<file path="src/rtl/countdown_timer_mmss.sv">
// countdown_timer_mmss: BCD MM:SS down-counter for the kitchen/snooze timer.
// The preset is loaded with LD. The count decrements once per Tick while
// running. When the count reaches 00:00 the block raises the buzzer request.
// Ports:
//   Clk, Clr        clock, async active-low clear
//   Tick            1 Hz enable pulse, one Clk wide
//   LD, IN_*        preset load strobe and preset digits (clamped to 59:59)
//   Start, Stop     run/resume and pause/cancel levels
//   Ack             silence buzzer
//   MIN_*, SEC_*    current count digits
//   RUNNING, EXPIRED, BUZZ  registered state decodes
module countdown_timer_mmss #(
  parameter int BUZZ_TICKS = 10
) (
  input  logic       Clk,
  input  logic       Clr,
  input  logic       Tick,
  input  logic       LD,
  input  logic [2:0] IN_MIN_T,
  input  logic [3:0] IN_MIN_U,
  input  logic [2:0] IN_SEC_T,
  input  logic [3:0] IN_SEC_U,
  input  logic       Start,
  input  logic       Stop,
  input  logic       Ack,
  output logic [2:0] MIN_T,
  output logic [3:0] MIN_U,
  output logic [2:0] SEC_T,
  output logic [3:0] SEC_U,
  output logic       RUNNING,
  output logic       EXPIRED,
  output logic       BUZZ
);

  typedef enum logic [1:0] {IDLE, RUN, PAUSE, EXPD} state_t;

  state_t     state, state_nx;
  logic [2:0] mt_nx, st_nx;
  logic [3:0] mu_nx, su_nx;
  logic [7:0] bcnt, bcnt_nx;
  logic       cnt_zero, cnt_one;

  // Preset with clamp: units cap at 9 and tens cap at 5
  logic [2:0] ld_mt, ld_st;
  logic [3:0] ld_mu, ld_su;
  assign ld_mt = (IN_MIN_T > 3'd5) ? 3'd5 : IN_MIN_T;
  assign ld_mu = (IN_MIN_U > 4'd9) ? 4'd9 : IN_MIN_U;
  assign ld_st = (IN_SEC_T > 3'd5) ? 3'd5 : IN_SEC_T;
  assign ld_su = (IN_SEC_U > 4'd9) ? 4'd9 : IN_SEC_U;

  assign cnt_zero = (MIN_T == 3'd0) && (MIN_U == 4'd0) && (SEC_T == 3'd0) && (SEC_U == 4'd0);
  assign cnt_one  = (MIN_T == 3'd0) && (MIN_U == 4'd0) && (SEC_T == 3'd0) && (SEC_U == 4'd1);

  always_comb begin
    state_nx = state;
    mt_nx    = MIN_T;
    mu_nx    = MIN_U;
    st_nx    = SEC_T;
    su_nx    = SEC_U;
    bcnt_nx  = bcnt;
    case (state)
      IDLE: begin
        if (Stop) begin
          state_nx = IDLE;
        end else if (Start && !cnt_zero) begin
          state_nx = RUN;
        end else if (LD) begin
          mt_nx = ld_mt; mu_nx = ld_mu; st_nx = ld_st; su_nx = ld_su;
        end
      end
      RUN: begin
        if (Stop) begin
          state_nx = PAUSE;
        end else if (Tick) begin
          // A Tick at 00:01 reaches 00:00 and expires on the same edge.
          // A Tick at 00:00 can only follow an LD of 00:00 in PAUSE.
          // In that case the block expires instead of wrapping.
          if (cnt_one || cnt_zero) begin
            su_nx    = 4'd0;
            state_nx = EXPD;
            bcnt_nx  = 8'd0;
          end else if (SEC_U != 4'd0) begin
            su_nx = SEC_U - 4'd1;
          end else begin
            su_nx = 4'd9;
            if (SEC_T != 3'd0) begin
              st_nx = SEC_T - 3'd1;
            end else begin
              st_nx = 3'd5;
              if (MIN_U != 4'd0) begin
                mu_nx = MIN_U - 4'd1;
              end else begin
                mu_nx = 4'd9;
                mt_nx = MIN_T - 3'd1;
              end
            end
          end
        end
      end
      PAUSE: begin
        if (Stop) begin
          state_nx = IDLE;
          mt_nx = 3'd0; mu_nx = 4'd0; st_nx = 3'd0; su_nx = 4'd0;
        end else if (Start) begin
          state_nx = RUN;
        end else if (LD) begin
          mt_nx = ld_mt; mu_nx = ld_mu; st_nx = ld_st; su_nx = ld_su;
        end
      end
      EXPD: begin
        mt_nx = 3'd0; mu_nx = 4'd0; st_nx = 3'd0; su_nx = 4'd0;
        if (Ack || Stop) begin
          state_nx = IDLE;
          bcnt_nx  = 8'd0;
        end else if (Tick) begin
          bcnt_nx = bcnt + 8'd1;
          if ((BUZZ_TICKS != 0) && (bcnt_nx == 8'(BUZZ_TICKS))) begin
            state_nx = IDLE;
            bcnt_nx  = 8'd0;
          end
        end
      end
      default: begin
        state_nx = IDLE;
        bcnt_nx  = 8'd0;
      end
    endcase
  end

  always_ff @(posedge Clk or negedge Clr) begin
    if (!Clr) begin
      state   <= IDLE;
      MIN_T   <= 3'd0;
      MIN_U   <= 4'd0;
      SEC_T   <= 3'd0;
      SEC_U   <= 4'd0;
      bcnt    <= 8'd0;
      RUNNING <= 1'b0;
      EXPIRED <= 1'b0;
      BUZZ    <= 1'b0;
    end else begin
      state   <= state_nx;
      MIN_T   <= mt_nx;
      MIN_U   <= mu_nx;
      SEC_T   <= st_nx;
      SEC_U   <= su_nx;
      bcnt    <= bcnt_nx;
      // The decodes come from the next state, so they line up with state.
      RUNNING <= (state_nx == RUN);
      EXPIRED <= (state_nx == EXPD);
      BUZZ    <= (state_nx == EXPD);
    end
  end

endmodule

</file>
<file path="config.mk">
export PLATFORM = sky130hd
export DESIGN_NAME = countdown_timer_mmss
export DESIGN_NICKNAME = d
export VERILOG_FILES = /design/src/rtl/countdown_timer_mmss.sv
export SDC_FILE = /design/constraint.sdc
export NUM_CORES = 1
export LEC_CHECK = 0
export ABC_CLOCK_PERIOD_IN_PS = 2200
export BUFFER_PORTS_ARGS = -buffer_cell sky130_fd_sc_hd__buf_2
export CORE_MARGIN = 1
export CORE_UTILIZATION = 35
export DETAILED_ROUTE_END_ITERATION = 12
export HOLD_SLACK_MARGIN = 0.06
export PLACE_DENSITY_LB_ADDON = 0.2
export SYNTH_ARGS = -nofsm -noshare
export SYNTH_HDL_FRONTEND = slang
export SYNTH_SLANG_ARGS = --single-unit
</file>
<file path="constraint.sdc">
create_clock -name Clk -period 2.2 [get_ports Clk]
set_input_delay 0.22 -clock Clk [delete_from_list [all_inputs] [get_ports Clk]]
set_output_delay 0.22 -clock Clk [all_outputs]
set_load 0.01 [all_outputs]
</file>
==> results of run 1 <==
==> metrics by stage <==
stage	setup TNS [ns]	utilization, %
2_1_floorplan	0	-
3_3_place_gp	0	44.6
3_5_place_dp	-0.0616	44.6
4_1_cts	0	46.3
5_1_grt	-0.0415	47.5
6_report	0	47.5
==> power breakdown <==
| part | switching (uW) | internal (uW) | total, uW |
|---|---|---|---|
| Sequential | 192 | 623 | 816 |
| Clock | 176 | 244 | 421 |
| Combinational | 669 | 714 | 1380 |
==> state kept, by name (all words and copies together), names as in the netlist <==
name and cells:
MIN_U 4, SEC_T 3, BUZZ 1, SEC_U 4
MIN_T 3, bcnt 8, RUNNING 1, state 2
==> cell type report <==
type | count | area (um^2) | share of cell area [%]
well taps | 70 | 87.6 | 3.50
inverters | 12 | 45.0 | 1.80
clock inverters | 1 | 30.0 | 1.20
repair buffers | 62 | 383 | 15.3
multi-input cells | 180 | 1270 | 50.6
flip-flops and latches | 26 | 651 | 26.0
clock buffers | 3 | 41.3 | 1.65
==> tightest hold or removal path, stage by stage <==
cell	delay (ns)
buf_2	0.11
a31oi_1	0.12
a31oi_1	0.09
==> layout by cell type, fill, tap and decap left out, types with 2 or more instances in the layout <==
cell type,instances
buf_2,37
dfrtp_1,26
a21oi_1,24
buf_4,22
nand2_1,18
o21ai_0,16
nor2_1,15
nor2b_1,10
inv_1,9
nand3_1,6
a31oi_1,6
mux2i_1,6
o22ai_1,6
nor3_1,5
ha_1,5
mux2_2,4
inv_2,3
nand2b_1,3
mux2_1,3
clkbuf_8,3
nor3b_4,2
xnor2_1,2
or2_2,2
nand4_1,2
a21o_1,2
and2_1,2
nor4bb_1,2
mux2_4,2
o211ai_1,2
nand2_2,2
a22o_1,2
nand3b_1,2
a211oi_1,2
o22a_1,2
buf_6,2
==> Yosys cell counts (3+ instances only) <==
cell / instances / area (um^2)
nor3_1: 5 / 25.0
nand3_1: 6 / 30.0
clkbuf_1: 10 / 37.5
ha_1: 7 / 87.6
mux2i_1: 6 / 60.1
mux2_2: 4 / 45.0
nor2_1: 15 / 56.3
nand2b_1: 3 / 18.8
nand2_1: 19 / 71.3
o22ai_1: 6 / 37.5
o21ai_0: 16 / 80.1
a21oi_1: 24 / 120
nor2b_1: 10 / 62.6
a31oi_1: 6 / 37.5
mux2_1: 5 / 56.3
inv_1: 12 / 45.0
dfrtp_1: 26 / 651
==> metal layers <==
layer	routed length (um)	GRT usage, %	share of wire, %	up-vias
met4	44	4.23	0.91	0
met1	2410	24.2	50	893
li1	-	-	-	948
met5	0	0	0	-
met3	191	2.98	4.0	6
met2	2170	27.6	45	41
==> timing repair <==
| action | in CTS | in global routing |
|---|---|---|
| setup endpoints to repair | 3 | 17 |
| hold endpoints to repair | 26 | 0 |
| gates resized for setup | 0 | 15 |
| pin swaps | 1 | 3 |
| hold buffers | 1 | 0 |
| buffers inserted | 1 | 2 |
| cloned | 0 | 0 |
==> cells by family after synthesis <==
kind of cell | after synthesis | share of synthesized area, %
fa+ha+maj | 7 | 4.45
flops | 26 | 33.1
xor+xnor | 3 | 1.34
compound gates | 78 | 26.3
mux | 15 | 8.21
simple gates | 77 | 21.6
buf+inv | 24 | 4.96
==> worst paths after layout <==
path / end / slack, ns / cells after the start
min: MIN_T[2] / 0.30 / 3
min reg2reg: bcnt[7] / 0.53 / 1
max: SEC_T[0] / 0.08 / 7
max in group asynchronous: SEC_U[2] / 1.34 / 2
max reg2reg: SEC_T[0] / 0.08 / 7
min in group asynchronous: MIN_U[0] / 0.46 / 2
==> run metrics, run 1 <==
status completed; wire length per cell 13.6 um; vias in the first global route 1,833; fraction of layout cells with a size suffix above 1 30.6%; ys async rst share 100%; Synth Area per Inst 8.55 um^2; post-route ant nets 0; RSZ-0062 raised after global routing true; FF-to-FF Start SEC_U[0]; Final setup viols 0; Top Family by Delay on Critical Path compound AO/OA/AOI/OAI gates; Worst Clk Skew 0.00655 ns; first-pass GRT wire length 8460 um; normalized max-slew margin 54.5%; die area 5920 um^2; Max Cap Violations 0; register bit total from synthesis 26; routability cong. 0.802; area delta synth->final 27.3%; Worst-Skew Late Latency 0.29 ns; pwr/cell area 1050 nW/um^2; Vias 1,888; Port Buffer Count 37; DRT Pass-1 Iters 4; gr ovfl total 0; Crit Path Class flop to flop; Min Hold Slack 0.296 ns; largest net degree at the start of global routing 27; Post-DP HPWL 3510 um; pre-CTS setup slack -0.0308 ns; setup slack after layout 0.0826 ns; Crit path buffers/inverters 1; Fin. Hold Viols 0; fill count 539; period utilisation layout 96.2%; final net count 313; distinct cell type count after synthesis 54; CP cell instances inv_1 > ha_2 > nor3b_4 > nand4_1 > a311oi_4 > o21a_1 > mux2_4; CTS Buffer Depth 2; Final Instance Count excl. Fillers 354; fmax 472 MHz; Inst Count DP 346; Via density 5.33; Core ar. 5270 um^2; post-route cell area 2500 um^2; Least-Margin Pin Slew 0.682 ns; Initial DRC Count 133; total CTS buffers 3; Power, Total 2620 uW; Placement Cell Area 2350 um^2; CP startpoint kind flop; Initial Util 37.3%; ANT cells 0; CP peak stage delay 0.39 ns; Syn Nets 258; Final min period 2.12 ns; Clock H-tree levels 1; Post-route DRC 0; Root Buffer clkbuf_8; global-route total usage across every layer 17.3%; Synth Instances 230; Min-Delay Path Class primary input to flop; die height 77.0 um; Routed WL 4810 um; I/O pins 38; CTS tree built; Clk pin slew, worst setup/hold paths 0.10 ns; Synth Cell Area 1970 um^2; row cnt 26; Post-synth top flop dfrtp_1; crit path max-delay cell type dfrtp_1; Die X 77.0 um; data required time of the worst path 2.38 ns; VDD IR max 534 uV; Ys Warns 0; initial antenna violation count 0; count of pins over their slew limit 0; hold path start IN_MIN_T[2]; Post-synth EDFFs 0; LEAKAGE 0.00113 uW; clk sinks 26; Critical Path AT 2.30 ns; crit path max fanout 3; Critical Path Source SEC_U[0]; critical path endpoint category flop; sequential area share after synthesis 33.1%
Note: power is estimated with default switching activity, not from simulation.
==> run 2, diff against run 1 <==
--- a/config.mk
+++ b/config.mk
@@ -5,6 +5,7 @@
 export SDC_FILE = /design/constraint.sdc
 export NUM_CORES = 1
 export LEC_CHECK = 0
+export ABC_AREA = 1
 export ABC_CLOCK_PERIOD_IN_PS = 2200
 export BUFFER_PORTS_ARGS = -buffer_cell sky130_fd_sc_hd__buf_2
 export CORE_MARGIN = 1
==> run metrics, run 2 <==
Post-route DRC 0 (unchanged); post-route ant nets 0 (unchanged); Crit Path Class flop to flop (unchanged); leading area contributor after synthesis dfrtp_1 (unchanged); distinct cell type count after synthesis 34 (was 54); Die X 75.6 um (was 77.0 um); post-route cell area 2260 um^2 (was 2500 um^2); Max Cap Violations 0 (unchanged); Core ar. 5170 um^2 (was 5270 um^2); Synth Cell Area 1900 um^2 (was 1970 um^2); Ys Warns 0 (unchanged); commonest cells after routing, fill and taps aside nand2_1, inv_1, buf_2 (was buf_2, dfrtp_1, a21oi_1); CTS tree built (unchanged); vias in the first global route 1,652 (was 1,833); Sw Ratio 47.7% (was 39.6%); initial antenna violation count 0 (unchanged); top cells by area, synth dfrtp_1, nand2_1, inv_1 (was dfrtp_1, a21oi_1, ha_1); critical path endpoint category flop (unchanged); CP peak stage delay 0.40 ns (was 0.39 ns); Worst Hold Depth 3 (unchanged); Final min period 2.03 ns (was 2.12 ns); Final setup viols 0 (unchanged); Min-Delay Path Class primary input to flop (unchanged); CP cell instances inv_1 > ha_1 > nand4_1 > nor2_2 > nand2_2 > a21oi_4 > nand2_4 > nor2_4 > buf_4 > nand2_1 > o21ai_0 (was inv_1 > ha_2 > nor3b_4 > nand4_1 > a311oi_4 > o21a_1 > mux2_4); Initial Util 36.7% (was 37.3%); Syn Nets 308 (was 258); LEAKAGE 0.00115 uW (was 0.00113 uW); fill count 549 (was 539); max reg flops 8 (unchanged); die area 5720 um^2 (was 5920 um^2); ANT cells 0 (unchanged); Vias 1,895 (was 1,888); RSZ-0062 raised after global routing false (was true); power share of the sequential group 32.3% (was 31.1%); row cnt 26 (unchanged); Root Buffer clkbuf_8 (unchanged); Port Buffer Count 37 (unchanged); sequential area share after synthesis 34.3% (was 33.1%); leading cell type in the layout, fill and taps excluded nand2_1 (was buf_2); Post-synth EDFFs 0 (unchanged); data required time of the worst path 2.36 ns (was 2.38 ns); Worst-Skew Late Latency 0.27 ns (was 0.29 ns); Via density 4.80 (was 5.33); normalized max-slew margin 58.5% (was 54.5%); Initial DRC Count 127 (was 133); routed length on met1 2340 um (was 2410 um); pwr/cell area 1250 nW/um^2 (was 1050 nW/um^2); gr ovfl total 0 (unchanged); DRT Pass-1 Iters 4 (unchanged); die height 75.6 um (was 77.0 um); top cell types by occurrence after synthesis nand2_1, inv_1, o21ai_0 (was dfrtp_1, a21oi_1, nand2_1); Clk pin slew, worst setup/hold paths 0.10 ns (about the same); VDD IR max 453 uV (was 534 uV); crit path max fanout 7 (was 3); wire length per cell 11.6 um (was 13.6 um); Post-synth top flop dfrtp_1 (unchanged); clk sinks 26 (unchanged); DR top layer met4 (unchanged); fraction of layout cells with a size suffix above 1 18.8% (was 30.6%); Worst Clk Skew 0.00345 ns (was 0.00655 ns); most frequent cell after synthesis nand2_1 (was dfrtp_1); Critical Path Source MIN_U[0] (was SEC_U[0]); area delta synth->final 19.1% (was 27.3%); register bit total from synthesis 26 (unchanged); final net count 354 (was 313); CTS Buffer Depth 2 (unchanged); ys async rst share 100% (unchanged); I/O pins 38 (unchanged); global-route total usage across every layer 17.5% (was 17.3%); Synth Instances 280 (was 230); Net Switching 1340 uW (was 1040 uW); total CTS buffers 3 (unchanged); Biggest register bcnt (unchanged); routability cong. 0.817 (was 0.802); RR Endpoint MIN_U[3] (was SEC_T[0]); Placement Cell Area 2170 um^2 (was 2350 um^2); largest net degree at the start of global routing 27 (unchanged); Top Family by Delay on Critical Path simple AND/OR/NAND/NOR gates (was compound AO/OA/AOI/OAI gates); status completed (unchanged); combinational power share 56.1% (was 52.8%); FF-to-FF path depth 11 (was 7); met2 routed WL 2070 um (was 2170 um); Synth Area per Inst 6.77 um^2 (was 8.55 um^2); fmax 493 MHz (was 472 MHz); Clock H-tree levels 1 (unchanged); Met3 Wirelength 133 um (was 191 um); first-pass GRT wire length 7540 um (was 8460 um); design internal power 1480 uW (was 1580 uW); Multi-input gate area 1050 um^2 (was 1270 um^2); Post-DP HPWL 3520 um (was 3510 um); Clock power frac 11.6% (was 16.1%); Fin. Hold Viols 0 (unchanged); Register Area 651 um^2 (unchanged); biggest regs bcnt x8, MIN_U x4, SEC_U x4 (unchanged); crit path max-delay cell type dfrtp_1 (unchanged); hold path start Tick (was IN_MIN_T[2]); CP startpoint kind flop (unchanged); count of pins over their slew limit 0 (unchanged); Routed WL 4570 um (was 4810 um); Critical Path AT 2.19 ns (was 2.30 ns); period utilisation layout 92.2% (was 96.2%); reg2reg setup slack 0.17 ns (was 0.08 ns); Hold Path End state[1] (was MIN_T[2]); Least-Margin Pin Slew 0.622 ns (was 0.682 ns); TNS Setup 0 ns (unchanged); Yosys top cell area share 34.3% (was 33.1%); FF-to-FF Start MIN_U[0] (was SEC_U[0]); Crit path buffers/inverters 2 (was 1)
run 2: changes by cell type in the layout (fill, tap and decap cells not counted), sizes merged, moves of 3 or more:
cell    before  now
a21oi       24   12
buf         61   44
inv         12   45
mux2         9    0
mux2i        6    0
nand2       20   67
nand2b       3    0
nand3        6   22
nor2        15   30
nor2b       10    0
o21ai       17   37
run 2: kinds of logic after synthesis:
group	after synthesis	share of synthesized area [%]
and+or+nand+nor	129	29.9
AOI/OAI and AO/OA	66	19.7
buffers and inverters	50	10.6
DFF	26	34.3
adders and majority gates	7	4.62
xor gates and xnor gates	2	0.924
run 2: how the worst max path moves through the flow:
stage                     cells past startpoint       end
final                                        11  MIN_U[3]
after CTS                                    11  MIN_T[1]
after floorplan                              10  MIN_U[3]
after detailed placement                     11  MIN_T[1]
after global placement                       11  MIN_T[1]
after global routing                         11  MIN_U[3]
run 2: worst reg2reg max path, cell delays in order, from the launching register on:
cell and delay [ns]:
dfrtp_1 0.40, inv_1 0.12, ha_1 0.25, nand4_1 0.14, nor2_2 0.17, nand2_2 0.10
a21oi_4 0.17, nand2_4 0.10, nor2_4 0.19, buf_4 0.14, nand2_1 0.03, o21ai_0 0.12
run 2: power by group through the flow:
stage	clock network [uW]	registers [uW]	logic (uW)
6_report	326	911	1580
5_1_grt	365	957	1820
4_1_cts	333	913	1540
3_5_place_dp	0	921	1530
3_3_place_gp	0	920	1530
2_1_floorplan	0	938	1050
run 2: timing repair:
item / in CTS / in global routing
endpoints found under the hold margin: 26 / 0
setup endpoints to repair: 0 / 4
hold buffers: 1 / 0
resized for setup: 0 / 2
buffers inserted: 0 / 3
run 2: per-layer routing:
| layer | up-vias | global-route usage (%) |
|---|---|---|
| li1 | 1015 | - |
| met1 | 843 | 25.3 |
| met2 | 35 | 27.1 |
| met3 | 2 | 2.65 |
| met4 | 0 | 4.53 |
| met5 | - | 0 |
run 2: final cells by class:
| type | instances | area share (%) |
|---|---|---|
| well taps | 70 | 3.88 |
| multi-input cells | 204 | 46.3 |
| clock buffers | 4 | 2.44 |
| repair buffers | 45 | 11.0 |
| flip-flops and latches | 26 | 28.8 |
| inverters | 46 | 7.64 |
run 2: metrics by stage:
stage                     setup WS (ns)  hold WS [ns]  std cells  utilization (%)  power [uW]
final                             0.171         0.241        395             43.7        2820
after global routing            0.00532         0.253        395             43.7        3140
after CTS                         0.124         0.248        392             43.3        2780
after detailed placement          0.152         0.277        387             42.0        2450
after global placement            0.215         0.285        387             42.0        2450
after floorplan                   0.392       -0.0756        280                -        1990
